[src/rtl/cic_pkg.sv]
// Shared CIC definitions: stage count, default widths and the output width-fitting helper.
// Used by cic_interp and cic_lite.
package cic_pkg;

  localparam int CIC_STAGES       = 3;
  localparam int CIC_WIDTH_DEF    = 32;
  localparam int CIC_INTERP_DEF   = 64;
  localparam int CIC_IN_BITS_DEF  = 16;
  localparam int CIC_OUT_BITS_DEF = 16;
  localparam int CIC_SHIFT_DEF    = 12;
  localparam int CIC_MAX_W        = 64;

  // Fit a signed value into out_bits: clamp when sat is set, otherwise keep the
  // low out_bits bits (returned sign-extended so callers can simply size-cast).
  function automatic logic signed [CIC_MAX_W-1:0] cic_fit(
    input logic signed [CIC_MAX_W-1:0] v,
    input int                          out_bits,
    input bit                          sat
  );
    logic signed [CIC_MAX_W-1:0] hi;
    logic signed [CIC_MAX_W-1:0] lo;
    logic signed [CIC_MAX_W-1:0] r;
    hi = (64'sd1 <<< (out_bits - 1)) - 64'sd1;
    lo = -hi - 64'sd1;
    if (sat) begin
      if (v > hi) begin
        r = hi;
      end else if (v < lo) begin
        r = lo;
      end else begin
        r = v;
      end
    end else begin
      r = (v <<< (CIC_MAX_W - out_bits)) >>> (CIC_MAX_W - out_bits);
    end
    return r;
  endfunction

endpackage

[src/rtl/cic_integ_stage.sv]
// One CIC integrator: wrapping accumulator that adds its input when enabled.
// The accumulator output is the pre-update value used by the next stage.
module cic_integ_stage #(
  parameter int WIDTH = 32
) (
  input  logic             CLK,
  input  logic             RSTb,
  input  logic             en,
  input  logic [WIDTH-1:0] u,
  output logic [WIDTH-1:0] acc
);

  logic [WIDTH-1:0] acc_q;
  logic [WIDTH-1:0] acc_d;

  always_comb begin
    acc_d = acc_q;
    if (en) begin
      acc_d = acc_q + u;
    end
  end

  always_ff @(posedge CLK) begin
    if (!RSTb) begin
      acc_q <= '0;
    end else begin
      acc_q <= acc_d;
    end
  end

  assign acc = acc_q;

endmodule

[src/rtl/cic_interp.sv]
// 3-stage CIC interpolator: one low-rate sample per INTERP rate_ticks, one output per rate_tick.
// Define CIC_INTERP_SAT_EN to clamp the output instead of truncating it.
module cic_interp
  import cic_pkg::*;
#(
  parameter int WIDTH    = CIC_WIDTH_DEF,
  parameter int INTERP   = CIC_INTERP_DEF,
  parameter int IN_BITS  = CIC_IN_BITS_DEF,
  parameter int OUT_BITS = CIC_OUT_BITS_DEF,
  parameter int SHIFT    = CIC_SHIFT_DEF
) (
  input  logic                CLK,
  input  logic                RSTb,
  input  logic                in_valid,
  output logic                in_ready,
  input  logic [IN_BITS-1:0]  x_in,
  input  logic                rate_tick,
  output logic [OUT_BITS-1:0] x_out,
  output logic                out_tick,
  output logic                underflow
);

  localparam int PH_W = $clog2(INTERP);

`ifdef CIC_INTERP_SAT_EN
  localparam bit SAT_EN = 1'b1;
`else
  localparam bit SAT_EN = 1'b0;
`endif

  logic [PH_W-1:0]     phase_q, phase_d;
  logic                buf_vld_q, buf_vld_d;
  logic [IN_BITS-1:0]  buf_dat_q, buf_dat_d;
  logic [WIDTH-1:0]    dly_q [CIC_STAGES];
  logic [WIDTH-1:0]    dly_d [CIC_STAGES];
  logic [WIDTH-1:0]    c3_q, c3_d;
  logic [OUT_BITS-1:0] x_out_q, x_out_d;
  logic                out_tick_q, out_tick_d;
  logic                underflow_q, underflow_d;

  logic                        consume;
  logic [IN_BITS-1:0]          smp;
  logic [WIDTH-1:0]            stage_v;
  logic [WIDTH-1:0]            integ_u;
  logic [WIDTH-1:0]            integ_in  [CIC_STAGES];
  logic [WIDTH-1:0]            integ_acc [CIC_STAGES];
  logic signed [CIC_MAX_W-1:0] i3_ext;
  logic signed [CIC_MAX_W-1:0] i3_shr;

  assign in_ready = RSTb && !buf_vld_q;
  assign consume  = rate_tick && (phase_q == '0);

  // Zero-stuffing: the comb result enters the integrators only one tick after consumption.
  assign integ_u = (rate_tick && phase_q == PH_W'(1)) ? c3_q : '0;

  for (genvar g = 0; g < CIC_STAGES; g++) begin : g_integ
    if (g == 0) begin : g_first
      assign integ_in[g] = integ_u;
    end else begin : g_next
      assign integ_in[g] = integ_acc[g-1];
    end
    cic_integ_stage #(.WIDTH(WIDTH)) u_integ (
      .CLK  (CLK),
      .RSTb (RSTb),
      .en   (rate_tick),
      .u    (integ_in[g]),
      .acc  (integ_acc[g])
    );
  end

  assign i3_ext = {{(CIC_MAX_W-WIDTH){integ_acc[CIC_STAGES-1][WIDTH-1]}}, integ_acc[CIC_STAGES-1]};
  assign i3_shr = i3_ext >>> SHIFT;

  always_comb begin
    phase_d     = phase_q;
    buf_vld_d   = buf_vld_q;
    buf_dat_d   = buf_dat_q;
    c3_d        = c3_q;
    x_out_d     = x_out_q;
    out_tick_d  = rate_tick;
    underflow_d = underflow_q;
    smp         = buf_dat_q;
    stage_v     = '0;
    for (int k = 0; k < CIC_STAGES; k++) begin
      dly_d[k] = dly_q[k];
    end

    // The first comb delay holds the last consumed sample, which doubles as the repeat value.
    if (buf_vld_q) begin
      smp = buf_dat_q;
    end else if (in_valid) begin
      smp = x_in;
    end else begin
      smp = dly_q[0][IN_BITS-1:0];
    end

    if (consume) begin
      if (buf_vld_q) begin
        buf_vld_d = 1'b0;
      end else if (!in_valid) begin
        underflow_d = 1'b1;
      end
      stage_v = {{(WIDTH-IN_BITS){smp[IN_BITS-1]}}, smp};
      for (int k = 0; k < CIC_STAGES; k++) begin
        dly_d[k] = stage_v;
        stage_v  = stage_v - dly_q[k];
      end
      c3_d = stage_v;
    end else if (in_valid && in_ready) begin
      buf_vld_d = 1'b1;
      buf_dat_d = x_in;
    end

    if (rate_tick) begin
      phase_d = (phase_q == PH_W'(INTERP - 1)) ? '0 : phase_q + PH_W'(1);
      x_out_d = OUT_BITS'(cic_fit(i3_shr, OUT_BITS, SAT_EN));
    end
  end

  always_ff @(posedge CLK) begin
    if (!RSTb) begin
      phase_q     <= '0;
      buf_vld_q   <= 1'b0;
      buf_dat_q   <= '0;
      c3_q        <= '0;
      x_out_q     <= '0;
      out_tick_q  <= 1'b0;
      underflow_q <= 1'b0;
      for (int k = 0; k < CIC_STAGES; k++) begin
        dly_q[k] <= '0;
      end
    end else begin
      phase_q     <= phase_d;
      buf_vld_q   <= buf_vld_d;
      buf_dat_q   <= buf_dat_d;
      c3_q        <= c3_d;
      x_out_q     <= x_out_d;
      out_tick_q  <= out_tick_d;
      underflow_q <= underflow_d;
      for (int k = 0; k < CIC_STAGES; k++) begin
        dly_q[k] <= dly_d[k];
      end
    end
  end

  assign x_out     = x_out_q;
  assign out_tick  = out_tick_q;
  assign underflow = underflow_q;

endmodule

[config.mk]
export PLATFORM = sky130hd
export DESIGN_NAME = cic_interp
export DESIGN_NICKNAME = d
export VERILOG_FILES = /design/src/rtl/cic_pkg.sv /design/src/rtl/cic_integ_stage.sv /design/src/rtl/cic_interp.sv
export SDC_FILE = /design/constraint.sdc
export NUM_CORES = 1
export LEC_CHECK = 0
export ABC_CLOCK_PERIOD_IN_PS = 7500
export CAP_MARGIN = 25
export CORE_MARGIN = 2
export CORE_UTILIZATION = 33
export DETAILED_ROUTE_END_ITERATION = 10
export DONT_BUFFER_PORTS = 1
export GPL_TIMING_DRIVEN = 1
export PLACE_DENSITY = 0.51
export SLEW_MARGIN = 5
export SYNTH_ARGS = -nofsm -noshare
export SYNTH_HDL_FRONTEND = slang
export SYNTH_SLANG_ARGS = --single-unit
[constraint.sdc]
create_clock -name CLK -period 7.5 [get_ports CLK]
set_clock_uncertainty 0.05 [all_clocks]
set_input_delay 0.75 -clock CLK [delete_from_list [all_inputs] [get_ports CLK]]
set_output_delay 0.75 -clock CLK [all_outputs]
set_load 0.1 [all_outputs]
==> key figures <==
STA
  • RSZ-0062 raised after global routing: no
  • Min cycle time layout: slightly below 7 ns
  • Final Slew Violations: 0
  • Hold_ws: around 0.23 ns
  • Fmax: between 100 and 150 MHz
  • Setup_tns: 0 ns
  • Measured slew at the worst slew-check pin: between 0.9 and 1 ns
  • Slew Limit Headroom: 0.352
  • Final period util: 0.917
  • Final Hold Fails: 0
  • Final setup fails: 0
  • Final worst slack: 0.622 ns

Finish
  • Antenna diode count: 0
  • Fill count: ~4.9k
  • Layout Nets: between 2k and 2.5k
  • Area Overhead vs Synth: 9.94%
  • Share of cells above drive strength 1: 0.0452
  • Fin util: 0.367

GRT
  • Grt met3 use: 0.0203
  • First-pass GRT wire length: 60,800 um
  • Total gr overflow: 0
  • Top Usage Layer GRT: met2
  • Vias in the first global route: 12.7k
  • Met2 usage: 0.252
  • Initial antenna violation count: 0
  • Met1 Use GR: 0.181
  • Pin count of the biggest net entering global routing: slightly below 100
  • Gr usage total: 0.143

Worst hold path
  • Hold_sp: x_in[8]
  • WHS Endpoint: buf_dat_q[8]
  • Min-Delay Path Class: in2reg
  • Cell count of the worst hold path: 2

Power
  • Comb pwr share: 0.541
  • Seq pwr share: 0.229
  • Sw power: 2500 uW
  • Sw Share: 0.407
  • Pwr Total: between 6000 and 7000 uW
  • Clock network fraction of total power: 0.230
  • Worst IR Drop VDD: between 0.15 and 0.2 mV
  • Pwr per Cell Area: 360 nW/um2
  • P_leak: approximately 0.0073 uW
  • Internal power: about 3700 uW

Clock network
  • H-tree depth: 1
  • CTS buffer count: 28
  • CTS Root Buffer Type: clkbuf_16
  • Clk Latency, worst-skew pair: ~0.58 ns
  • Num Clock Sinks: between 200 and 250
  • CTS tree: done
  • Clock slew at the register clock pins of the worst setup and hold paths: approximately 0.060 ns
  • Hold Buf Count CTS: 0
  • CTS Buffer Depth: 3

Setup path
  • Worst-case reg-to-reg path depth: 33
  • Crit path top cell by count: a21oi_1
  • Critical R2R Capture: c3_q[26]
  • FF-to-FF setup slack: 0.62 ns
  • Worst Path Arrival: about 7.3 ns
  • Worst r2r src: buf_vld_q
  • Worst stage delay on the critical path: about 0.44 ns
  • Slowest CP cell: dfxtp_2
  • Critical path class: reg2reg
  • Worst setup EP type: flop
  • Worst Path Required: 7.92 ns
  • Worst-path maximum fanout: 14
  • Element type at the critical path start: flop

Logic synthesis
  • Top-count cell post-synth: nand2_1
  • Mapped Cells: between 1.5k and 2k
  • Leading area contributor after synthesis: dfxtp_1
  • Synth unique cells: 76
  • Top cells by count, synth: 256 x nand2_1, 225 x dfxtp_1, 190 x a21oi_1
  • Sequential area share after synthesis: 0.289
  • Synth area leaders: dfxtp_1 29%, ha_1 12%, nand2_1 6.2%
  • Post-synth ARST share: 0
  • Syn Area/Cell: just under 8 um2
  • Netlist Area Pre-Place: 15,600 um2
  • Predominant post-synthesis flop cell: dfxtp_1
  • Post-synth EDFFs: 0
  • Ys Warns: 0
  • Post-synth top area share: 0.289
  • Synthesis-stage register bit count: approximately 230
  • Syn nets: roughly 2.2k

Route
  • Vias: between 10k and 15k
  • Iter 0 DRT Violations: ~650
  • Antenna viol nets, final: 0
  • Via density: between 5 and 6
  • DRT Pass-1 Iters: 5
  • Final wirelength: approximately 35,000 um
  • Wire per inst: 13.8 um
  • DRC: 0

Die
  • Core area: 46,600 um2
  • Initial Util: 0.334
  • FP Rows: 79
  • Die Footprint: between 40,000 and 50,000 um2
  • Top Ports: 39
  • Die W: around 220 um
  • Die Ht: about 220 um

Status
  • Run status: completed

Placed design
  • DP Worst Slack: ~0.13 ns
  • Post-DP HPWL: about 25,000 um
  • GPL Wtd Cong: approximately 0.82
  • Port buffer count: 0

Job
  • Max-Cap Viols: 0
## power groups by stage
stage               logic (uW)  registers (uW)  clock network, uW
global placement          3280            1430                  0
finish                    3330            1410               1420
detailed placement        3310            1440                  0
global route              3760            1430               1510
floorplan                 2700            1420                  0
CTS                       3330            1410               1470
## worst max-delay path by stage
stage | end | depth (start not counted) | slack [ns] | startpoint
floorplan | c3_q[27] | 33 | 0.10 | in_valid
global placement | c3_q[27] | 33 | 0.34 | in_valid
detailed placement | c3_q[26] | 34 | 0.13 | in_valid
CTS | c3_q[26] | 33 | 0.49 | buf_vld_q
global route | c3_q[26] | 33 | 0.10 | buf_vld_q
finish | c3_q[26] | 33 | 0.62 | buf_vld_q
## sequential cells by signal, indices dropped and copies added, names as in the netlist
| register | count |
|---|---|
| c3_q | 28 |
| x_out | 16 |
| g_integ.u_integ.acc | 84 |
| underflow | 1 |
| out_tick | 1 |
| buf_dat_q | 16 |
| buf_vld_q | 1 |
| phase_q | 6 |
| dly_q | 72 |
## routing by layer
metal,vias up,routed length (um)
li1,6924,-
met1,5835,17300
met2,126,16300
met3,59,898
met4,0,923
met5,-,0
## cell families after synthesis
group | synth area share
muxes | 0.0535
and+or+nand+nor | 0.194
xor gates and xnor gates | 0.0664
buffers and inverters | 0.0486
AOI/OAI and AO/OA | 0.216
DFF | 0.289
adders and majority gates | 0.132
## layout by cell type (no fill, tap or decap), types with 25 or more instances in the layout
cell type and instances:
a21o_1 60, o21ai_0 85, xor2_1 37, nand2_1 256, xnor2_1 81, mux2i_1 81, a21oi_1 190, nor2_1 182
a211oi_1 32, ha_1 154, clkbuf_16 28, nor3_1 25, inv_1 118, dfxtp_1 224, nand3_1 67, and2_1 33
## final cells by class
cell class | instances | area, um2 | area share
Timing Repair Buffer | 11 | 98.8 | 0.00578
Clock buffer | 35 | 767 | 0.0448
Clock inverter | 16 | 196 | 0.0115
Sequential cell | 225 | 4510 | 0.263
Multi-Input combinational cell | 1563 | 10300 | 0.603
Inverter | 121 | 459 | 0.0268
Tap cell | 607 | 759 | 0.0444
## critical path, delay by kind of cell, from the launching register on
family | cells | cell delay (ns)
XOR/XNOR | 3 | 0.38
AND/OR/NAND/NOR | 5 | 0.73
adder cells (fa/ha/maj) | 4 | 1.35
buffers and inverters | 1 | 0.05
flip-flops | 1 | 0.44
AO/OA/AOI/OAI | 20 | 3.79
## timing repair
| item | in CTS | in global routing |
|---|---|---|
| setup endpoints to repair | 0 | 2 |
| setup buffers | 0 | 0 |
| gates resized for setup | 0 | 1 |
## metrics by stage
stage	instances	instance area, um2
after floorplan	1989	15600
after global placement	2525	16100
after detailed placement	2527	16100
after CTS	2578	17100
after global routing	2578	17100
final	2578	17100
Note: power is estimated with default switching activity, not from simulation.
